==> config.mk <==
export PLATFORM = sky130hd
export DESIGN_NAME = shift_cmd_queue
export DESIGN_NICKNAME = d
export VERILOG_FILES = /design/src/rtl/shift_pkg.sv /design/src/rtl/shift_cmd_queue.sv
export SDC_FILE = /design/constraint.sdc
export NUM_CORES = 1
export LEC_CHECK = 0
export ABC_AREA = 1
export CAP_MARGIN = 20
export CORE_UTILIZATION = 40
export DETAILED_ROUTE_END_ITERATION = 8
export PLACE_DENSITY = 0.67
export SYNTH_ARGS = -nofsm -noshare
export SYNTH_HDL_FRONTEND = slang
export SYNTH_SLANG_ARGS = --single-unit
==> constraint.sdc <==
create_clock -name clk -period 2.4 [get_ports clk]
set_clock_uncertainty 0.1 [all_clocks]
set_input_delay 0.24 -clock clk [delete_from_list [all_inputs] [get_ports clk]]
set_output_delay 0.24 -clock clk [all_outputs]
set_load 0.02 [all_outputs]
==> src/rtl/shift_pkg.sv <==
// Shared types for the shift command queue.
//   shift_cmd_t : one queued barrel-shift command, packed into 8 bits
//                 {rotate, dir, amt[1:0], data[3:0]}
//   SHIFT_W     : operand width
//   DIR_RIGHT / DIR_LEFT : encodings of the dir field
package shift_pkg;

  localparam int SHIFT_W = 4;

  localparam logic DIR_RIGHT = 1'b0;
  localparam logic DIR_LEFT  = 1'b1;

  typedef struct packed {
    logic               rotate;  // 1 = rotate, 0 = zero-fill
    logic               dir;     // DIR_RIGHT / DIR_LEFT
    logic [1:0]         amt;     // shift amount
    logic [SHIFT_W-1:0] data;    // operand
  } shift_cmd_t;

endpackage

==> src/rtl/shift_cmd_queue.sv <==
// Shift command queue: a small synchronous FIFO of barrel-shift commands
// sitting between a producer and a downstream barrel shifter.
//
// Ports
//   clk                     : clock, all state updates on rising edge
//   rst                     : synchronous active-high reset
//   in_valid / in_ready     : producer handshake (push on both high)
//   in_data/amt/dir/rotate  : command fields offered by the producer
//   out_valid / out_ready   : consumer handshake (pop on both high)
//   out_data/amt/dir/rotate : head command fields, straight from storage
//   count                   : number of occupied entries (0..DEPTH)
//   overflow                : sticky, set when a push is offered while full
module shift_cmd_queue
  import shift_pkg::*;
#(
  parameter int DEPTH = 4
) (
  input  logic                       clk,
  input  logic                       rst,
  input  logic                       in_valid,
  output logic                       in_ready,
  input  logic [SHIFT_W-1:0]         in_data,
  input  logic [1:0]                 in_amt,
  input  logic                       in_dir,
  input  logic                       in_rotate,
  output logic                       out_valid,
  input  logic                       out_ready,
  output logic [SHIFT_W-1:0]         out_data,
  output logic [1:0]                 out_amt,
  output logic                       out_dir,
  output logic                       out_rotate,
  output logic [$clog2(DEPTH):0]     count,
  output logic                       overflow
);

  localparam int AW = $clog2(DEPTH);
  localparam int CW = AW + 1;
  localparam logic [CW-1:0] FULL_CNT = CW'(DEPTH);

  shift_cmd_t     r_mem [DEPTH];
  logic [AW-1:0]  r_wr_ptr;
  logic [AW-1:0]  r_rd_ptr;
  logic [CW-1:0]  r_count;
  logic           r_overflow;

  logic           w_full;
  logic           w_empty;
  logic           w_push;
  logic           w_pop;
  shift_cmd_t     w_in_cmd;
  shift_cmd_t     w_head;

  assign w_full   = (r_count == FULL_CNT);
  assign w_empty  = (r_count == '0);
  // in_ready looks only at occupancy, so a full queue never accepts a
  // command in the same cycle it frees a slot.
  assign in_ready  = !w_full;
  assign out_valid = !w_empty;
  assign w_push   = in_valid && !w_full;
  assign w_pop    = out_ready && !w_empty;

  assign w_in_cmd = '{rotate: in_rotate, dir: in_dir, amt: in_amt, data: in_data};
  assign w_head   = r_mem[r_rd_ptr];

  assign out_data   = w_head.data;
  assign out_amt    = w_head.amt;
  assign out_dir    = w_head.dir;
  assign out_rotate = w_head.rotate;
  assign count      = r_count;
  assign overflow   = r_overflow;

  // Storage is not reset; entries beyond the pointers are never presented.
  always_ff @(posedge clk) begin
    if (!rst && w_push) begin
      r_mem[r_wr_ptr] <= w_in_cmd;
    end
  end

  always_ff @(posedge clk) begin
    if (rst) begin
      r_wr_ptr   <= '0;
      r_rd_ptr   <= '0;
      r_count    <= '0;
      r_overflow <= 1'b0;
    end else begin
      // DEPTH is a power of two, so pointers wrap naturally.
      if (w_push) r_wr_ptr <= r_wr_ptr + 1'b1;
      if (w_pop)  r_rd_ptr <= r_rd_ptr + 1'b1;
      case ({w_push, w_pop})
        2'b10:   r_count <= r_count + 1'b1;
        2'b01:   r_count <= r_count - 1'b1;
        default: r_count <= r_count;
      endcase
      if (in_valid && w_full) r_overflow <= 1'b1;
    end
  end

endmodule

==> run_results.csv, run 1 <==
group,metric,value,unit
outcome,status,"completed",
die,die_x,67.9,um
critical_path,critical_path.n_buffers_inverters,2,
power_and_ir_drop,totalPowerFinal,2.12,mW
critical_path,timing.critical_path.slowest_stage_cell,"sky130_fd_sc_hd__clkdlybuf4s50_1",
cts,path_clk_slew,80,ps
cts,cts_tree,"yes",
global_routing,grt_usage,0.153,
cells_and_area,fraction_of_final_layout_cells_sized_beyond_drive_strength_1,0.111,
timing,fmax,454,MHz
critical_path,cp_slowest_stage_delay,640,ps
synth,netlist_instances,152,
timing,finalSetupTns,0,ps
timing,final-hold-violation-count,0,
cts,cts_hold_buf,0,
critical_path,crit_path_cell_trace,"inv_2 > nor2_1 > o22ai_1 > clkdlybuf4s50_1",
cts,cts.sink_count,42,
critical_path,crit_path_max_fanout,16,
min_path,hold_path.class,"reg2reg",
die,fp.dieArea,0.00461,mm2
cells_and_area,antennaDiodeCount,0,
detailed_routing,antenna_left,0,
synth,synth_nets,170,
power_and_ir_drop,static-leakage-power,0.814,nW
cts,cts_root_buf,"sky130_fd_sc_hd__clkbuf_8",
cts,cts-root-to-sink-buffers,2,
critical_path,critPathRequiredTime,2060,ps
power_and_ir_drop,power.internal,1.38,mW
cells_and_area,layout.cells.most_common_list,"sky130_fd_sc_hd__edfxtp_1, sky130_fd_sc_hd__nor2_1, sky130_fd_sc_hd__clkdlybuf4s50_1, sky130_fd_sc_hd__inv_1",
global_routing,grt_pass1_vias,1142,
synth,ys_types,21,
placed_design,io_buffers,25,
global_routing,grt_antenna_before_repair,0,
critical_path,endpoint,"out_data[0]",
critical_path,critical_path.reg2reg.startpoint,"count[2]",
critical_path,timing_worst_setup_path_type,"reg2out",
critical_path,cp_capture_type,"primary output",
synth,postSynthRegisterBits,42,
timing,finalWorstSetupSlack,199,ps
power_and_ir_drop,comb_power_share,0.361,
detailed_routing,routed_wire_length_per_instance,13.7,um
detailed_routing,totalWireLength,3.28,mm
cells_and_area,leading_cell_type_in_the_layout_fill_and_taps_excluded,"sky130_fd_sc_hd__edfxtp_1",
detailed_routing,drc,0,
placed_design,dp_slack,269,ps
timing,period_needed,2200,ps
die,floorplan.core_area,0.00409,mm2
die,floorplan.initialDensity,0.425,
synth,seq_area_frac_synth,0.669,
timing,max_slew_vio_count,0,
min_path,min-delay-start,"overflow",
critical_path,critPathTopFamily,"buffers and inverters",
power_and_ir_drop,pwr-share-seq,0.439,
die,ioPinCount,26,
detailed_routing,number_of_vias_in_the_routed_layout,1199,
placed_design,gpl.final_weighted_congestion,0.691,
die,die_h,67.9,um
critical_path,worst-path-stages,4,
timing,max_slew.worst_pin.slew,380,ps
power_and_ir_drop,switching_fraction,0.346,
placed_design,detailedPlacementHpwl,2.24,mm
timing,final.period_utilization,0.917,
cells_and_area,flow.area_growth_from_synthesis,24.0,%
global_routing,grt_first_pass_wirelength,4.94,mm
job,maxCapViolations,0,
cts,clk-insertion-delay-late,290,ps
power_and_ir_drop,vdd_ir_drop_max,525,uV
critical_path,worst_r2r_endpoint,"count[2]",
cts,ctsHtreeMaxLevel,2,
power_and_ir_drop,pwr-share-clk,0.200,
global_routing,overflow,0,
global_routing,grt_start_max_net_pins,17,
power_and_ir_drop,cellPowerDensity,983,mW/mm2
die,placement_rows,23,
detailed_routing,drtPass1Iterations,4,
detailed_routing,routed_via_density,5.02,
timing,finish_stage_setup_viols,0,
cells_and_area,final_net_count,206,
cells_and_area,filler_cell_count,358,
cts,inserted_clock_buffers,5,
critical_path,worst_r2r_path_depth,13,
synth,yosys_warnings,0,
critical_path,worstPathArrival,1860,ps
critical_path,critical_path_launch_point_type,"flip-flop",
synth,synth_area,0.00174,mm2
critical_path,regToRegSetupSlack,350,ps
synth,average_size_of_a_mapped_cell,11.4,um2
power_and_ir_drop,switching_power,0.732,mW
min_path,holdPathStages,1,
timing,rsz0062_at_grt,"no",
detailed_routing,drt-initial-drc-count,53,
timing,max_slew_margin,0.746,
layer usage:
layer	wire length (um)	part of all wire	track usage
met1	1400	0.43	0.159
met4	46	0.014	0.0573
met3	164	0.050	0.0517
met5	0	0	0
met2	1670	0.51	0.283
sequential cells by signal, indices dropped and copies added, names as in the netlist, named ones only:
name,flops
overflow,1
r_wr_ptr,2
r_mem,32
count,3
r_rd_ptr,2
worst min path at each step:
| stage | end | slack [ps] |
|---|---|---|
| 6_report | overflow | 380 |
| 5_1_grt | overflow | 420 |
| 4_1_cts | overflow | 390 |
| 3_5_place_dp | overflow | 370 |
| 3_3_place_gp | overflow | 350 |
| 2_1_floorplan | flip-flop | 220 |
cell usage after synthesis (all sizes together):
library cell	n	area, um2
inv	20	75.1
nor2	31	126
o21ai	18	101
nand3	4	20.0
a21oi	4	23.8
buf	2	22.5
o21a	1	7.51
nand2	15	58.8
o22ai	8	50.1
edfxtp	32	961
nand3b	1	7.51
ha	5	62.6
fa	1	20.0
dfxtp	10	200
power by group through the flow:
stage / registers, mW / logic (mW) / clock network [mW]
final: 0.930 / 0.763 / 0.423
after CTS: 0.930 / 0.766 / 0.435
after global routing: 0.939 / 0.830 / 0.463
after detailed placement: 0.945 / 0.762 / 0
after floorplan: 0.957 / 0.438 / 0
after global placement: 0.938 / 0.731 / 0
what timing repair did:
item | in CTS | in global routing
resized for setup | 0 | 1
buffers inserted | 0 | 0
endpoints found under the setup margin | 0 | 1
layout make-up:
cell class,count,area (um2),share of cell area
Timing Repair Buffer,31,295,0.137
Clock buffer,6,72.6,0.0337
Sequential cell,42,1160,0.539
Inverter,20,75.1,0.0349
Tap cell,50,62.6,0.0291
Multi-Input combinational cell,88,478,0.222
Clock inverter,2,8.76,0.00407
cell families (layout without fill, tap and decap cells):
kind of cell / after synthesis / count (layout) / share of synthesized area
adders and majority gates: 6 / 6 / 0.0476
AOI/OAI and AO/OA: 31 / 31 / 0.105
and+or+nand+nor: 51 / 51 / 0.122
DFF: 42 / 42 / 0.669
buffers and inverters: 22 / 59 / 0.0562
through the flow:
stage | instances | util | hold slack, ps | instance area, um2
final | 239 | 0.527 | 384 | 2150
after global routing | 239 | 0.527 | 416 | 2150
after CTS | 239 | 0.527 | 389 | 2150
after detailed placement | 231 | 0.507 | 366 | 2070
after global placement | 231 | 0.507 | 350 | 2070
after floorplan | 152 | - | 218 | 1740
No activity file was read; power rests on OpenSTA's default activity.
==> inputs of run 2 (changes only) <==
--- a/config.mk
+++ b/config.mk
@@ -7,9 +7,11 @@
 export LEC_CHECK = 0
 export ABC_AREA = 1
 export CAP_MARGIN = 20
+export CORE_MARGIN = 2
 export CORE_UTILIZATION = 40
 export DETAILED_ROUTE_END_ITERATION = 8
 export PLACE_DENSITY = 0.67
+export REMOVE_ABC_BUFFERS = 1
 export SYNTH_ARGS = -nofsm -noshare
 export SYNTH_HDL_FRONTEND = slang
 export SYNTH_SLANG_ARGS = --single-unit
==> run_results.csv, run 2 (synthesis gave the netlist of run 1 again) <==
group,metric,value,unit
cells_and_area,final_net_count,205,
critical_path,cp_slowest_stage_delay,630,ps
placed_design,io_buffers,25,
die,placement_rows,23,
cells_and_area,antennaDiodeCount,0,
detailed_routing,number_of_vias_in_the_routed_layout,1172,
detailed_routing,totalWireLength,3.19,mm
timing,finalSetupTns,0,ps
power_and_ir_drop,switching_power,0.717,mW
cts,cts_tree,"yes",
critical_path,timing.critical_path.slowest_stage_cell,"sky130_fd_sc_hd__clkdlybuf4s50_1",
cts,clk-insertion-delay-late,280,ps
power_and_ir_drop,vdd_ir_drop_max,598,uV
cells_and_area,fraction_of_final_layout_cells_sized_beyond_drive_strength_1,0.112,
cells_and_area,flow.area_growth_from_synthesis,24.1,%
min_path,holdPathStages,1,
detailed_routing,drtPass1Iterations,4,
cells_and_area,leading_cell_type_in_the_layout_fill_and_taps_excluded,"sky130_fd_sc_hd__edfxtp_1",
power_and_ir_drop,pwr-share-seq,0.441,
cts,cts_hold_buf,0,
timing,final-hold-violation-count,0,
critical_path,regToRegSetupSlack,420,ps
detailed_routing,routed_wire_length_per_instance,13.4,um
power_and_ir_drop,switching_fraction,0.337,
cts,cts.sink_count,42,
cells_and_area,final-instance-count-excl-fill,238,
outcome,status,"completed",
global_routing,grt_start_max_net_pins,17,
cts,cts_root_buf,"sky130_fd_sc_hd__clkbuf_8",
timing,fmax,457,MHz
placed_design,numPlacedInstances,230,
power_and_ir_drop,power.internal,1.41,mW
critical_path,timing_worst_setup_path_type,"reg2out",
job,maxCapViolations,0,
placed_design,detailedPlacementHpwl,2.26,mm
detailed_routing,drt-initial-drc-count,76,
critical_path,crit_path_cell_trace,"inv_2 > o21ai_0 > o22ai_1 > clkdlybuf4s50_1",
timing,rsz0062_at_grt,"no",
timing,max_slew_vio_count,0,
power_and_ir_drop,cellPowerDensity,987,mW/mm2
power_and_ir_drop,comb_power_share,0.345,
timing,final.period_utilization,0.911,
timing,finish_stage_setup_viols,0,
timing,period_needed,2190,ps
timing,max_slew_margin,0.749,
detailed_routing,routed_via_density,4.92,
die,floorplan.initialDensity,0.425,
critical_path,cp_capture_type,"primary output",
die,die_x,69.9,um
cts,post_cts_buffers,0,
timing,whs,378,ps
cells_and_area,filler_cell_count,362,
global_routing,grt_pass1_vias,1206,
power_and_ir_drop,static-leakage-power,0.812,nW
cells_and_area,largest_reg_flops,32,
global_routing,grt_usage,0.139,
cells_and_area,layout.cells.most_common_list,"sky130_fd_sc_hd__edfxtp_1, sky130_fd_sc_hd__nor2_1, sky130_fd_sc_hd__clkdlybuf4s50_1, sky130_fd_sc_hd__inv_1",
critical_path,critical_path_launch_point_type,"flip-flop",
critical_path,critPathTopFamily,"buffers and inverters",
detailed_routing,drc,0,
critical_path,worst_r2r_path_depth,13,
placed_design,gpl.final_weighted_congestion,0.706,
detailed_routing,antenna_left,0,
critical_path,crit_path_max_fanout,16,
die,floorplan.core_area,0.00409,mm2
cts,ctsHtreeMaxLevel,2,
critical_path,critical_path.n_buffers_inverters,2,
cts,cts-root-to-sink-buffers,2,
global_routing,grt_first_pass_wirelength,5.20,mm
critical_path,worstPathArrival,1850,ps
timing,max_slew.worst_pin.slew,377,ps
cells_and_area,max_flop_register,"r_mem",
critical_path,critPathRequiredTime,2060,ps
die,die_h,69.9,um
min_path,hold_path.class,"reg2reg",
critical_path,worst-path-stages,4,
power_and_ir_drop,pwr-share-clk,0.214,
die,ioPinCount,26,
cts,inserted_clock_buffers,5,
global_routing,overflow,0,
die,fp.dieArea,0.00488,mm2
cts,path_clk_slew,70,ps
global_routing,grt_antenna_before_repair,0,
[run 2: cell types whose count changed in the layout (fill, tap and decap cells not counted), sizes merged]
| cell | change |
|---|---|
| clkbuf | +2 |
| buf | -1 |
| clkinv | -2 |
[run 2: layout make-up]
cell class                 instances  area [um2]  share of cell area
tap                               50        62.6              0.0290
multi-input combinational         88         478               0.222
clock buffer                       8        90.1              0.0418
timing repair buffer              30         288               0.133
inverter                          20        75.1              0.0348
sequential                        42        1160               0.539
[run 2: through the flow]
stage / instance area, um2 / setup slack [ps] / utilization / power, mW
final: 2160 / 213 / 0.528 / 2.13
after global routing: 2160 / 94.4 / 0.528 / 2.25
after CTS: 2150 / 24.3 / 0.527 / 2.15
after detailed placement: 2060 / 268 / 0.505 / 1.69
after global placement: 2060 / 354 / 0.505 / 1.67
after floorplan: 1710 / 409 / - / 1.37
[run 2: worst paths after layout]
check                    end       from
setup / recovery  out_amt[1]  flip-flop
hold / removal      overflow   overflow
setup reg to reg    count[2]   count[2]
hold reg to reg     overflow   overflow
[run 2: power by group through the flow]
stage	Combinational [mW]	Clock, mW	Sequential [mW]
6_report	0.735	0.455	0.938
3_5_place_dp	0.741	0	0.951
3_3_place_gp	0.717	0	0.949
4_1_cts	0.743	0.470	0.937
2_1_floorplan	0.404	0	0.967
5_1_grt	0.804	0.497	0.952
[run 2: per-layer routing]
metal / part of all wire / GRT usage / vias up / wire length (um)
met5: 0 / 0 / - / 0
li1: - / - / 587 / -
met2: 0.52 / 0.254 / 32 / 1650
met4: 0.012 / 0.0641 / 0 / 38
met3: 0.060 / 0.0476 / 5 / 191
met1: 0.41 / 0.141 / 548 / 1310
[run 2: what timing repair did]
action                                  CTS  global route
hold endpoints to repair                  0             0
resized for setup                         0             2
endpoints found under the setup margin    0             8
==> inputs of run 3 (changes only) <==
--- a/config.mk
+++ b/config.mk
@@ -8,9 +8,9 @@
 export ABC_AREA = 1
 export CAP_MARGIN = 20
 export CORE_MARGIN = 2
-export CORE_UTILIZATION = 40
+export CORE_UTILIZATION = 35
 export DETAILED_ROUTE_END_ITERATION = 8
-export PLACE_DENSITY = 0.67
+export PLACE_DENSITY = 0.61
 export REMOVE_ABC_BUFFERS = 1
 export SYNTH_ARGS = -nofsm -noshare
 export SYNTH_HDL_FRONTEND = slang
==> run_results.csv, run 3 (synthesis gave the netlist of run 1 again) <==
group,metric,value,unit
outcome,status,"completed",
timing,max_slew.worst_pin.slew,386,ps
detailed_routing,drtPass1Iterations,4,
placed_design,detailedPlacementHpwl,2.19,mm
global_routing,overflow,0,
placed_design,gpl.final_weighted_congestion,0.699,
timing,finalWorstSetupSlack,149,ps
cts,path_clk_slew,70,ps
cts,cts_tree,"yes",
global_routing,met2_usage_in_global_routing,0.217,
die,floorplan.core_area,0.00475,mm2
global_routing,use_met1,0.138,
critical_path,regToRegSetupSlack,470,ps
cells_and_area,fraction_of_final_layout_cells_sized_beyond_drive_strength_1,0.117,
die,die_x,74.4,um
job,maxCapViolations,0,
timing,max_slew_margin,0.742,
critical_path,critical_path_launch_point_type,"flip-flop",
critical_path,worst_r2r_endpoint,"count[2]",
cells_and_area,largest_reg_flops,32,
cts,cts_hold_buf,0,
cts,cts.sink_count,42,
global_routing,grt_first_pass_wirelength,5.00,mm
timing,finish_stage_setup_viols,0,
timing,final.period_utilization,0.938,
global_routing,busiest_layer,"met2",
timing,period_needed,2250,ps
cts,cts-root-to-sink-buffers,2,
timing,fmax,444,MHz
placed_design,dp_slack,278,ps
timing,rsz0062_at_grt,"no",
min_path,worstHoldEndpoint,"overflow",
critical_path,critPathRequiredTime,2060,ps
cells_and_area,max_flop_register,"r_mem",
die,floorplan.initialDensity,0.365,
die,placement_rows,25,
detailed_routing,number_of_vias_in_the_routed_layout,1177,
timing,max_slew_vio_count,0,
cells_and_area,flow.area_growth_from_synthesis,25.3,%
cells_and_area,final_net_count,205,
die,die_h,74.4,um
power_and_ir_drop,static-leakage-power,0.810,nW
cts,post_cts_buffers,0,
critical_path,critical_path.reg2reg.startpoint,"count[2]",
critical_path,worst_r2r_path_depth,13,
die,ioPinCount,26,
detailed_routing,totalWireLength,3.16,mm
critical_path,crit_path_max_fanout,12,
min_path,min-delay-start,"overflow",
cells_and_area,leading_cell_type_in_the_layout_fill_and_taps_excluded,"sky130_fd_sc_hd__edfxtp_1",
global_routing,grt_antenna_before_repair,0,
detailed_routing,drc,0,
cts,inserted_clock_buffers,5,
detailed_routing,routed_wire_length_per_instance,12.4,um
cts,clk-insertion-delay-late,290,ps
die,fp.dieArea,0.00554,mm2
min_path,hold_path.class,"reg2reg",
timing,final-hold-violation-count,0,
power_and_ir_drop,vdd_ir_drop_max,673,uV
timing,finalSetupTns,0,ps
global_routing,grt_usage,0.125,
placed_design,io_buffers,25,
global_routing,gr-usage-met3,0.0434,
critical_path,cp_capture_type,"primary output",
critical_path,worstPathArrival,1910,ps
global_routing,grt_pass1_vias,1157,
detailed_routing,antenna_left,0,
cells_and_area,antennaDiodeCount,0,
global_routing,grt_start_max_net_pins,17,
power_and_ir_drop,cellPowerDensity,971,mW/mm2
cells_and_area,layout.cells.most_common_list,"sky130_fd_sc_hd__edfxtp_1, sky130_fd_sc_hd__nor2_1, sky130_fd_sc_hd__clkdlybuf4s50_1, sky130_fd_sc_hd__inv_1",
cts,ctsHtreeMaxLevel,2,
critical_path,timing_worst_setup_path_type,"reg2out",
cts,cts_root_buf,"sky130_fd_sc_hd__clkbuf_8",
detailed_routing,routed_via_density,4.62,
detailed_routing,drt-initial-drc-count,69,
min_path,holdPathStages,1,
-- run 3: worst max-delay path, stage by stage, from the launching register on --
cell                              delay, ps
sky130_fd_sc_hd__dfxtp_1                440
sky130_fd_sc_hd__buf_4                  230
sky130_fd_sc_hd__o21ai_0                100
sky130_fd_sc_hd__o22ai_1                220
sky130_fd_sc_hd__clkdlybuf4s50_1        630
-- run 3: per-stage QoR --
step	util	power [mW]	cells	area (um2)	hold slack, ps
finish	0.458	2.11	255	2180	380
global route	0.458	2.25	255	2180	421
floorplan	-	1.37	150	1710	218
CTS	0.458	2.14	255	2180	392
detailed placement	0.439	1.69	247	2090	361
global placement	0.439	1.67	247	2090	352
-- run 3: how the worst max path moves through the flow --
stage / cells past startpoint / slack (ps) / to / startpoint
after global routing: 3 / 60 / out_data[2] / flip-flop
after global placement: 8 / 340 / count[1] / in_valid
final: 4 / 150 / out_amt[1] / flip-flop
after CTS: 4 / 60 / out_data[2] / flip-flop
after detailed placement: 8 / 280 / count[1] / in_valid
after floorplan: 13 / 410 / count[2] / count[2]
-- run 3: routing by layer --
metal,part of all wire,wire (um)
met1,0.44,1380
met2,0.48,1530
met3,0.064,203
met4,0.016,51
met5,0,0
-- run 3: power by group --
part	total [mW]	internal, mW	switching (mW)
clock network	0.443	0.204	0.239
logic	0.745	0.320	0.425
registers	0.926	0.856	0.0696
total	2.11	1.38	0.733
-- run 3: repair_timing --
item | 4_1_cts | 5_1_grt
hold endpoints to repair | 0 | 0
endpoints found under the setup margin | 0 | 3
resized for setup | 0 | 1
-- run 3: cell type report --
cell class	count	area [um2]
fill	456	2580
inverter	20	75.1
sequential	42	1160
clock buffer	5	68.8
clock inverter	3	21.3
tap	67	83.8
multi-input combinational	88	478
timing repair buffer	30	288
